`src/rtl/retire_rat.sv`:
```
// Retirement register alias table.
// Holds the committed arch->phys mapping, updated by in-order commits from the ROB head.
// Each displaced physical register goes into a small FIFO and is handed back to the free
// list over a valid/ready handshake. Commit is back-pressured only while that FIFO is full.
module retire_rat #(
  parameter int NUM_ARCH_REG = 32,
  parameter int PHYS_IDX_W   = 6,
  parameter int FREE_Q_DEPTH = 4,
  localparam int ARCH_IDX_W  = $clog2(NUM_ARCH_REG),
  localparam int CNT_W       = $clog2(FREE_Q_DEPTH) + 1
) (
  input  logic                               clk,
  input  logic                               rst,
  input  logic                               commit_valid,
  output logic                               commit_ready,
  input  logic [ARCH_IDX_W-1:0]              commit_rd,
  input  logic [PHYS_IDX_W-1:0]              commit_pd,
  input  logic                               commit_mispredict,
  output logic [NUM_ARCH_REG*PHYS_IDX_W-1:0] rrat_mapping,
  output logic                               update_rat,
  output logic [ARCH_IDX_W-1:0]              rob_rd,
  output logic [PHYS_IDX_W-1:0]              rob_pd,
  output logic                               flush,
  output logic                               free_valid,
  input  logic                               free_ready,
  output logic [PHYS_IDX_W-1:0]              free_pd,
  output logic [CNT_W-1:0]                   free_count
);

  localparam int PTR_W = $clog2(FREE_Q_DEPTH);

  logic [PHYS_IDX_W-1:0] map_q  [NUM_ARCH_REG];
  logic [PHYS_IDX_W-1:0] map_d  [NUM_ARCH_REG];
  logic [PHYS_IDX_W-1:0] fifo_q [FREE_Q_DEPTH];
  logic [PHYS_IDX_W-1:0] fifo_d [FREE_Q_DEPTH];
  logic [PTR_W-1:0]      wr_ptr_q, wr_ptr_d;
  logic [PTR_W-1:0]      rd_ptr_q, rd_ptr_d;
  logic [CNT_W-1:0]      count_q, count_d;
  logic                  commit_fire;
  logic                  push;
  logic                  pop;

  // Handshake and RAT-facing outputs; ready depends only on the registered occupancy,
  // and a commit seen while reset is asserted is dropped.
  always_comb begin
    commit_ready = (count_q != CNT_W'(FREE_Q_DEPTH));
    commit_fire  = commit_valid && commit_ready && !rst;
    update_rat   = commit_fire && (commit_rd != '0);
    flush        = commit_fire && commit_mispredict;
    rob_rd       = commit_rd;
    rob_pd       = commit_pd;
    push         = update_rat;
    free_valid   = (count_q != '0);
    free_pd      = fifo_q[rd_ptr_q];
    free_count   = count_q;
    pop          = free_valid && free_ready;
  end

  // Flatten the registered table so entry i sits at bits [i*PHYS_IDX_W +: PHYS_IDX_W].
  always_comb begin
    rrat_mapping = '0;
    for (int i = 0; i < NUM_ARCH_REG; i++) begin
      rrat_mapping[i*PHYS_IDX_W +: PHYS_IDX_W] = map_q[i];
    end
  end

  // Next state: write the new mapping, queue the displaced preg and advance the FIFO pointers.
  always_comb begin
    map_d    = map_q;
    fifo_d   = fifo_q;
    wr_ptr_d = wr_ptr_q;
    rd_ptr_d = rd_ptr_q;
    count_d  = count_q;
    if (push) begin
      map_d[commit_rd]  = commit_pd;
      fifo_d[wr_ptr_q]  = map_q[commit_rd];
      wr_ptr_d          = wr_ptr_q + 1'b1;
    end
    if (pop) begin
      rd_ptr_d = rd_ptr_q + 1'b1;
    end
    case ({push, pop})
      2'b10:   count_d = count_q + 1'b1;
      2'b01:   count_d = count_q - 1'b1;
      default: count_d = count_q;
    endcase
  end

  // State registers; reset restores the identity mapping and empties the FIFO.
  always_ff @(posedge clk or posedge rst) begin
    if (rst) begin
      for (int i = 0; i < NUM_ARCH_REG; i++) begin
        map_q[i] <= PHYS_IDX_W'(i);
      end
      for (int j = 0; j < FREE_Q_DEPTH; j++) begin
        fifo_q[j] <= '0;
      end
      wr_ptr_q <= '0;
      rd_ptr_q <= '0;
      count_q  <= '0;
    end else begin
      map_q    <= map_d;
      fifo_q   <= fifo_d;
      wr_ptr_q <= wr_ptr_d;
      rd_ptr_q <= rd_ptr_d;
      count_q  <= count_d;
    end
  end

endmodule

```
`config.mk`:
```
export PLATFORM = sky130hd
export DESIGN_NAME = retire_rat
export DESIGN_NICKNAME = d
export VERILOG_FILES = /design/src/rtl/retire_rat.sv
export SDC_FILE = /design/constraint.sdc
export NUM_CORES = 1
export LEC_CHECK = 0
export ABC_CLOCK_PERIOD_IN_PS = 8800
export CAP_MARGIN = 10
export CELL_PAD_IN_SITES_DETAIL_PLACEMENT = 0
export CELL_PAD_IN_SITES_GLOBAL_PLACEMENT = 1
export CORE_UTILIZATION = 37
export CTS_CLUSTER_DIAMETER = 50
export CTS_CLUSTER_SIZE = 30
export DETAILED_ROUTE_END_ITERATION = 16
export GPL_TIMING_DRIVEN = 0
export PLACE_DENSITY_LB_ADDON = 0.08
export SYNTH_ARGS = -nofsm -noshare
export SYNTH_HDL_FRONTEND = slang
export SYNTH_SLANG_ARGS = --single-unit
```
`constraint.sdc`:
```
create_clock -name clk -period 8.8 [get_ports clk]
set_clock_uncertainty 0.2 [all_clocks]
set_input_delay 2.64 -clock clk [delete_from_list [all_inputs] [get_ports clk]]
set_output_delay 2.64 -clock clk [all_outputs]
set_load 0.02 [all_outputs]
```
==> summary.txt, run 1 <==
Global routing
  • Initial antenna violation count: 0
  • Met1 Use GR: 34.4%
  • Met2 GRT Util: 40.8%
  • Most Used Layer, Global Route: met2
  • Number of global-route vias before repair: 7,913
  • First-pass GRT wire length: about 54,000 um
  • GR Overflow Total: 0
  • Met3 Use GR: 3.19%
  • Largest net degree at the start of global routing: 33
  • GR Util All Layers: 24.7%

Worst setup path
  • Critical path buffers and inverters: 2
  • Top cell by count, worst path: clkdlybuf4s50_1
  • CP max stage cell: clkdlybuf4s50_1
  • Largest stage delay, worst path: 0.70 ns
  • CP Capture Type: output pin
  • Data arrival, critical path: 4.85 ns
  • Req. time, crit path: approximately 6.0 ns
  • Crit-path leading delay family: buffers and inverters
  • Startpoint types: input pin
  • Crit path max fanout: 5
  • Setup Crit Path Kind: in -> out
  • Sequence of cells on the critical path: clkdlybuf4s50_1 -> and2b_1 -> nand2_1 -> a21oi_1 -> clkdlybuf4s50_1

STA
  • Period utilization: about 87%
  • Worst-margin pin slew: 1.35 ns
  • Setup TNS: 0 ns
  • Rel. slew slack: between 9 and 10%
  • Slew Limit Fails: 0
  • Final Hold Viols: 0
  • Tmin final: 7.69 ns
  • RSZ-0062 raised after global routing: no
  • Post-route setup slack: 1.11 ns
  • Hold_ws: 0.287 ns
  • Setup-failing EPs final: 0
  • Achievable Freq: 0.130 GHz

Yosys
  • Post-synthesis xor/xnor area fraction: 0.487%
  • Post-Synth Adder-Cell Area: less than 1%
  • Gate Count Post-Synth: 798
  • Post-synthesis register bit count: 223
  • Unique cell type count in the Yosys netlist: 47
  • Post-synthesis sequential area ratio: 52.6%
  • Fraction of registers with async set or reset after synthesis: 100%
  • Top cells by area, synth: dfrtp_1 (33%), dfstp_2 (19%), mux2_2 (19%)
  • Post-synth top area cell: dfrtp_1
  • Post-synth EDFFs: 0
  • Syn avg cell area: 13.5 sq um
  • Post-synth top area share: 33.1%
  • Synth Cell Area: 10,800 sq um
  • Mux share of post-synthesis cell area: 29.7%
  • Synth Area in Simple Gates: 7.55%
  • Post-Syn Nets: between 800 and 900
  • Compound-Gate Fraction of Synth Area: 4.59%
  • Main combinational cell family by area after synthesis: multiplexers
  • Synth Warn #: 0
  • Main synth FF type: dfrtp_1

Power
  • Proportion of power drawn by the clock network: a little under a third
  • Tot Pwr: 3.96 mW
  • Sw power: 1.33 mW
  • Pwr per Cell Area: 268 nW/um^2
  • Peak supply drop: 0.148 mV
  • Gate power share: 31.0%
  • Power Internal: 2.63 mW
  • Leak: 6.21 nW
  • Sw frac: 33.6%
  • Reg power frac: 37.6%

Routing
  • DRC violations left: 0
  • WL/cell: 25.0 um
  • DR pass1 iterations: 5
  • Total number of vias: roughly 7.8k
  • Initial DRC Count: 504
  • Routed Antenna Nets: 0
  • Total length of routed wires: 37,000 um
  • Via/cell ratio: 5.28

Die
  • Die outline height: 173 um
  • Overall die area: 29,900 sq um
  • Cell Rows: 62
  • Top Ports: 232
  • Initial cell density of the core: 37.6%
  • CORE AREA: 28,700 sq um
  • Die W: 173 um

Clock network
  • Longest Clk Path Bufs: 3
  • Clock-pin slew on the worst setup and hold paths: 0.06 ns
  • Cts hold-fix bufs: 0
  • Clock Latency Late Sink: 0.57 ns
  • CTS buffer count: 31
  • Htree depth: 1
  • Post-CTS Repair Setup Buffers: 0
  • Clock root buffer: clkbuf_16
  • Clock tree from TritonCTS: done
  • # resized after CTS: 0
  • Clock Sinks: 223

Placement
  • Placed Instances: 1,418
  • Port bufs: ~230
  • HPWL after DPL: 27,600 um
  • Routability cong.: 0.825
  • Post-Place Worst Slack: 1.14 ns

Layout
  • Share of post-route cells with drive strength above 1: 36.8%
  • Fin nets: 1,090
  • Area Overhead vs Synth: 36.7%
  • Filler cell count in the final layout: 2,619
  • Final cell count without fillers: ~1.5k
  • ANT cells: 0

Flow run
  • Maxcap violations: 0

Outcome
  • Outcome: completed

Min path
  • Hold Path Class: reg -> reg
[placed cells by master (no fill, tap or decap), types with 4 or more instances in the layout]
cell             instances
nor4_1                   7
buf_6                    9
buf_2                   17
a31oi_1                 24
nand4b_1                 4
or4b_1                   4
mux2i_1                 97
inv_1                   10
mux4_2                   6
inv_6                    9
nor2_4                   5
clkbuf_16               31
nor3_4                   4
dfrtp_1                143
dfstp_2                 80
mux2_2                 180
mux2_1                   7
nor2_2                   6
clkbuf_1                33
nand2_1                  8
buf_4                   16
clkinv_4                 5
nand4bb_1                6
nor2_1                  35
nor4_2                   6
clkinvlp_4               8
clkdlybuf4s50_1        229
ha_1                     5
buf_12                   6
o22ai_1                 48
a2111oi_1                4
[power by group through the flow]
stage / Clock [mW] / Combinational, mW / Sequential [mW]
2_1_floorplan: 0 / 0.501 / 1.64
3_3_place_gp: 0 / 1.21 / 1.50
3_5_place_dp: 0 / 1.23 / 1.51
4_1_cts: 1.27 / 1.24 / 1.49
5_1_grt: 1.31 / 1.31 / 1.52
6_report: 1.25 / 1.23 / 1.49
[flip-flops by register name, indices dropped and copies added, names as in the netlist]
name,flops
fifo_q,24
free_count,3
rd_ptr_q,2
rrat_mapping,192
wr_ptr_q,2
[worst register-to-register path, stage by stage (launching register included)]
cell	delay (ns)
dfrtp_1	0.44
nor3b_2	0.58
inv_2	0.23
nand2_1	0.18
a21oi_1	0.14
inv_1	0.11
ha_1	0.18
inv_1	0.06
fa_1	0.38
xor2_1	0.15
nor2_1	0.11
xor2_1	0.15
[final timing paths]
path                                 start                end  slack [ns]  cells past startpoint
hold / removal             rrat_mapping[1]    rrat_mapping[1]        0.29                      1
setup reg to reg             free_count[0]      free_count[2]        5.82                     11
hold reg to reg            rrat_mapping[1]    rrat_mapping[1]        0.29                      1
setup / recovery                       rst         update_rat        1.11                      5
min in group asynchronous              rst    rrat_mapping[2]        2.35                      2
max in group asynchronous              rst  rrat_mapping[124]        4.78                      6
[per-stage QoR]
stage	area (sq um)	util, %
2_1_floorplan	10800	-
3_5_place_dp	13700	47.8
4_1_cts	14800	51.4
3_3_place_gp	13600	47.3
6_report	14800	51.4
5_1_grt	14800	51.4
[area by class of cell]
class | count | area (sq um) | share of cell area (%)
Tap cell | 384 | 480 | 3.25
Clock inverter | 24 | 246 | 1.67
Timing Repair Buffer | 237 | 2440 | 16.6
Multi-Input combinational cell | 491 | 4660 | 31.6
Inverter | 12 | 48.8 | 0.331
Buffer | 72 | 418 | 2.83
Clock buffer | 34 | 787 | 5.33
Sequential cell | 223 | 5680 | 38.5
[logic make-up after synthesis]
kind of cell / count (synthesis)
buffers and inverters: 84
adder cells (fa/ha/maj): 6
XOR/XNOR: 6
AO/OA/AOI/OAI: 77
multiplexers: 290
flip-flops: 223
AND/OR/NAND/NOR: 112
[synth_stat cells (2+ instances only)]
master and n:
a2111oi_1 4, a31oi_1 24, and2b_1 2, and3_1 3, buf_2 16, buf_4 16, buf_6 9, clkbuf_1 30
dfrtp_1 143, dfstp_2 80, ha_1 5, inv_1 11, mux2_1 7, mux2_2 180, mux2i_1 97, mux4_2 6
nand2_1 8, nand2b_1 2, nand3_2 3, nand4b_1 4, nand4bb_1 6, nor2_1 35, nor2_2 6, nor2_4 5
nor2b_1 2, nor3_2 2, nor3_4 4, nor4_1 7, nor4_2 6, o22ai_1 48, or2_1 2, or3_1 3
or4b_1 4, xnor2_1 3, xor2_1 3
[per-layer routing]
metal,vias up,wire [um]
met5,-,0
met4,0,779
met3,41,1710
met2,234,18000
met1,4034,16500
li1,3483,-
Power figures use the tool's default switching activity.
==> run 2: changes to the inputs <==
Settings changed: CAP_MARGIN 10 to 0.
==> run 2 against run 1 <==
  * Final cell count shrank 0.20%
  * Sequential share of layout area hardly changed
  * Total power grew 0.76%
  * Maximum frequency up 0.15%
  * Sequential power is essentially flat
  * Design area about the same
  * Register-to-register slack about the same
  * Core utilization barely moved
  * Worst hold slack gained 0.0012 ns
  * Critical path type unchanged
  * Critical endpoint unchanged
  * Largest cell class unchanged
  * Largest power group unchanged
  * Highest routed layer unchanged
==> summary.txt, run 2 (synthesis results as in run 1) <==
Outcome
  • Outcome: completed

STA
  • RSZ-0062 raised after global routing: no
  • Worst-margin pin slew: 1.38 ns (+0.0290 ns)
  • Rel. slew slack: 7.16% (-2.0 points)
  • Setup TNS: 0 ns (unchanged)
  • Tmin final: 7.68 ns (-0.0116 ns)
  • Setup-failing EPs final: 0 (unchanged)
  • Slew Limit Fails: 0 (unchanged)
  • Period utilization: 87.3% (-0.13 points)
  • Final Hold Viols: 0 (unchanged)
  • Achievable Freq: 0.130 GHz (+0.15%)

Worst setup path
  • Largest stage delay, worst path: 0.70 ns (about the same)
  • Startpoint types: input pin
  • Sequence of cells on the critical path: clkdlybuf4s50_1 -> and2b_1 -> nand2_1 -> a21oi_1 -> clkdlybuf4s50_1
  • Setup Crit Path Kind: in -> out
  • Top cell by count, worst path: clkdlybuf4s50_1
  • Crit-path leading delay family: buffers and inverters
  • CP max stage cell: clkdlybuf4s50_1
  • Data arrival, critical path: 4.84 ns (about the same)
  • Reg-to-reg startpoint: free_count[0]
  • Req. time, crit path: 5.96 ns (about the same)
  • RR Endpoint: free_count[2]
  • Crit path max fanout: 5 (unchanged)
  • CP Capture Type: output pin
  • Reg2Reg Depth: 11 (unchanged)
  • R2r setup slk: 5.81 ns (about the same)
  • Critical path buffers and inverters: 2 (unchanged)

Layout
  • Area Overhead vs Synth: 36.8% (about the same)
  • Share of post-route cells with drive strength above 1: 36.9% (+0.10 points)
  • Most frequent cells in the layout: clkdlybuf4s50_1 (229), mux2_2 (180), dfrtp_1 (143), mux2i_1 (97), dfstp_2 (80)
  • Final cell count without fillers: 1,474 (-0.20%)
  • ANT cells: 0 (unchanged)
  • Final instance area: 14,800 sq um (about the same)
  • Most common cell after layout, fill and taps aside: clkdlybuf4s50_1
  • Fin nets: 1,088 (-0.18%)
  • Max reg flops: 192 (unchanged)
  • Core Util, Final: 51.5% (about the same)

Global routing
  • Largest net degree at the start of global routing: 33 (unchanged)
  • Initial antenna violation count: 0 (unchanged)
  • First-pass GRT wire length: 54,600 um (+0.31%)
  • Number of global-route vias before repair: 8,034 (+1.5%)
  • GR Overflow Total: 0 (unchanged)
  • GR Util All Layers: 24.7% (+0.046 points)

Clock network
  • Clock Sinks: 223 (unchanged)
  • CTS buffer count: 30 (-3.2%)
  • Cts hold-fix bufs: 0 (unchanged)
  • Clock root buffer: clkbuf_16
  • Post-CTS Repair Setup Buffers: 0 (unchanged)
  • Htree depth: 1 (unchanged)
  • Clock tree from TritonCTS: done
  • Clock Latency Late Sink: 0.56 ns (about the same)
  • # resized after CTS: 0 (unchanged)
  • Clock-pin slew on the worst setup and hold paths: 0.06 ns (about the same)
  • Longest Clk Path Bufs: 3 (unchanged)

Placement
  • Placed cell area: 13,700 sq um (unchanged)
  • Port bufs: 229 (unchanged)
  • HPWL after DPL: 27,600 um (about the same)
  • Placed Instances: 1,418 (unchanged)
  • Routability cong.: 0.825 (unchanged)

Routing
  • Total length of routed wires: 36,900 um (-0.13%)
  • Routed Antenna Nets: 0 (unchanged)
  • WL/cell: 25.1 um (about the same)
  • Total number of vias: 7,827 (+0.45%)
  • Initial DRC Count: 502 (-0.40%)
  • Via/cell ratio: 5.31 (+0.65%)
  • DR pass1 iterations: 4 (-1)
  • DRC violations left: 0 (unchanged)

Die
  • Top Ports: 232 (unchanged)
  • Cell Rows: 62 (unchanged)
  • Overall die area: 29,900 sq um (unchanged)
  • Die W: 173 um (unchanged)
  • Initial cell density of the core: 37.6% (unchanged)
  • Die outline height: 173 um (unchanged)
  • CORE AREA: 28,700 sq um (unchanged)

Min path
  • Hold path cells: 1 (unchanged)
  • Hold Path Class: reg -> reg
  • Hold EP: rrat_mapping[2]
  • HP Start: rrat_mapping[2]

Flow run
  • Maxcap violations: 0 (unchanged)

Power
  • Leak: 6.24 nW (+0.41%)
  • Tot Pwr: 3.99 mW (+0.76%)
  • Pwr per Cell Area: 270 nW/um^2 (+0.66%)
  • Peak supply drop: 0.142 mV (-4.0%)
-- run 2: where the power goes --
part	internal [mW]	total (mW)	switching [mW]	leakage (nW)
registers	1.30	1.49	0.190	2.70
logic	0.609	1.23	0.617	3.03
clock network	0.755	1.28	0.523	0.510
total	2.66	3.99	1.33	6.24
-- run 2: worst max path at each step --
stage	startpoint	end	slack [ns]	depth (start not counted)
3_3_place_gp	rst	update_rat	1.16	5
5_1_grt	commit_rd[2]	update_rat	0.97	5
2_1_floorplan	rst	update_rat	2.42	3
4_1_cts	rst	update_rat	1.13	5
6_report	rst	update_rat	1.12	5
3_5_place_dp	rst	update_rat	1.14	5
-- run 2: metrics by stage --
step,setup WS [ns],hold slack (ns)
after floorplan,2.42,0.313
after global placement,1.16,0.265
after detailed placement,1.14,0.271
after CTS,1.13,0.292
after global routing,0.967,0.323
final,1.12,0.288
-- run 2: per-layer routing --
metal  up-vias  track usage [%]  routed length, um
li1       3490                -                  -
met1      4056             34.1              16700
met2       233             41.1              17900
met3        48             3.28               1560
met4         0             6.08                831
met5         -                0                  0
-- run 2: cell type report --
class                   instances  area [sq um]
clock inverters                24           263
clock buffers                  32           790
fillers                      2623         13900
well taps                     384           480
repair buffers                236          2440
flip-flops and latches        223          5680
inverters                      12          48.8
plain buffers                  72           418
multi-input cells             491          4660
-- run 2: worst reg2reg max path: stages (launching register included) --
cell	delay (ns)
dfrtp_1	0.44
nor3b_2	0.59
inv_2	0.23
nand2_1	0.18
a21oi_1	0.14
inv_1	0.11
ha_1	0.18
inv_1	0.06
fa_1	0.38
xor2_1	0.15
nor2_1	0.11
xor2_1	0.15
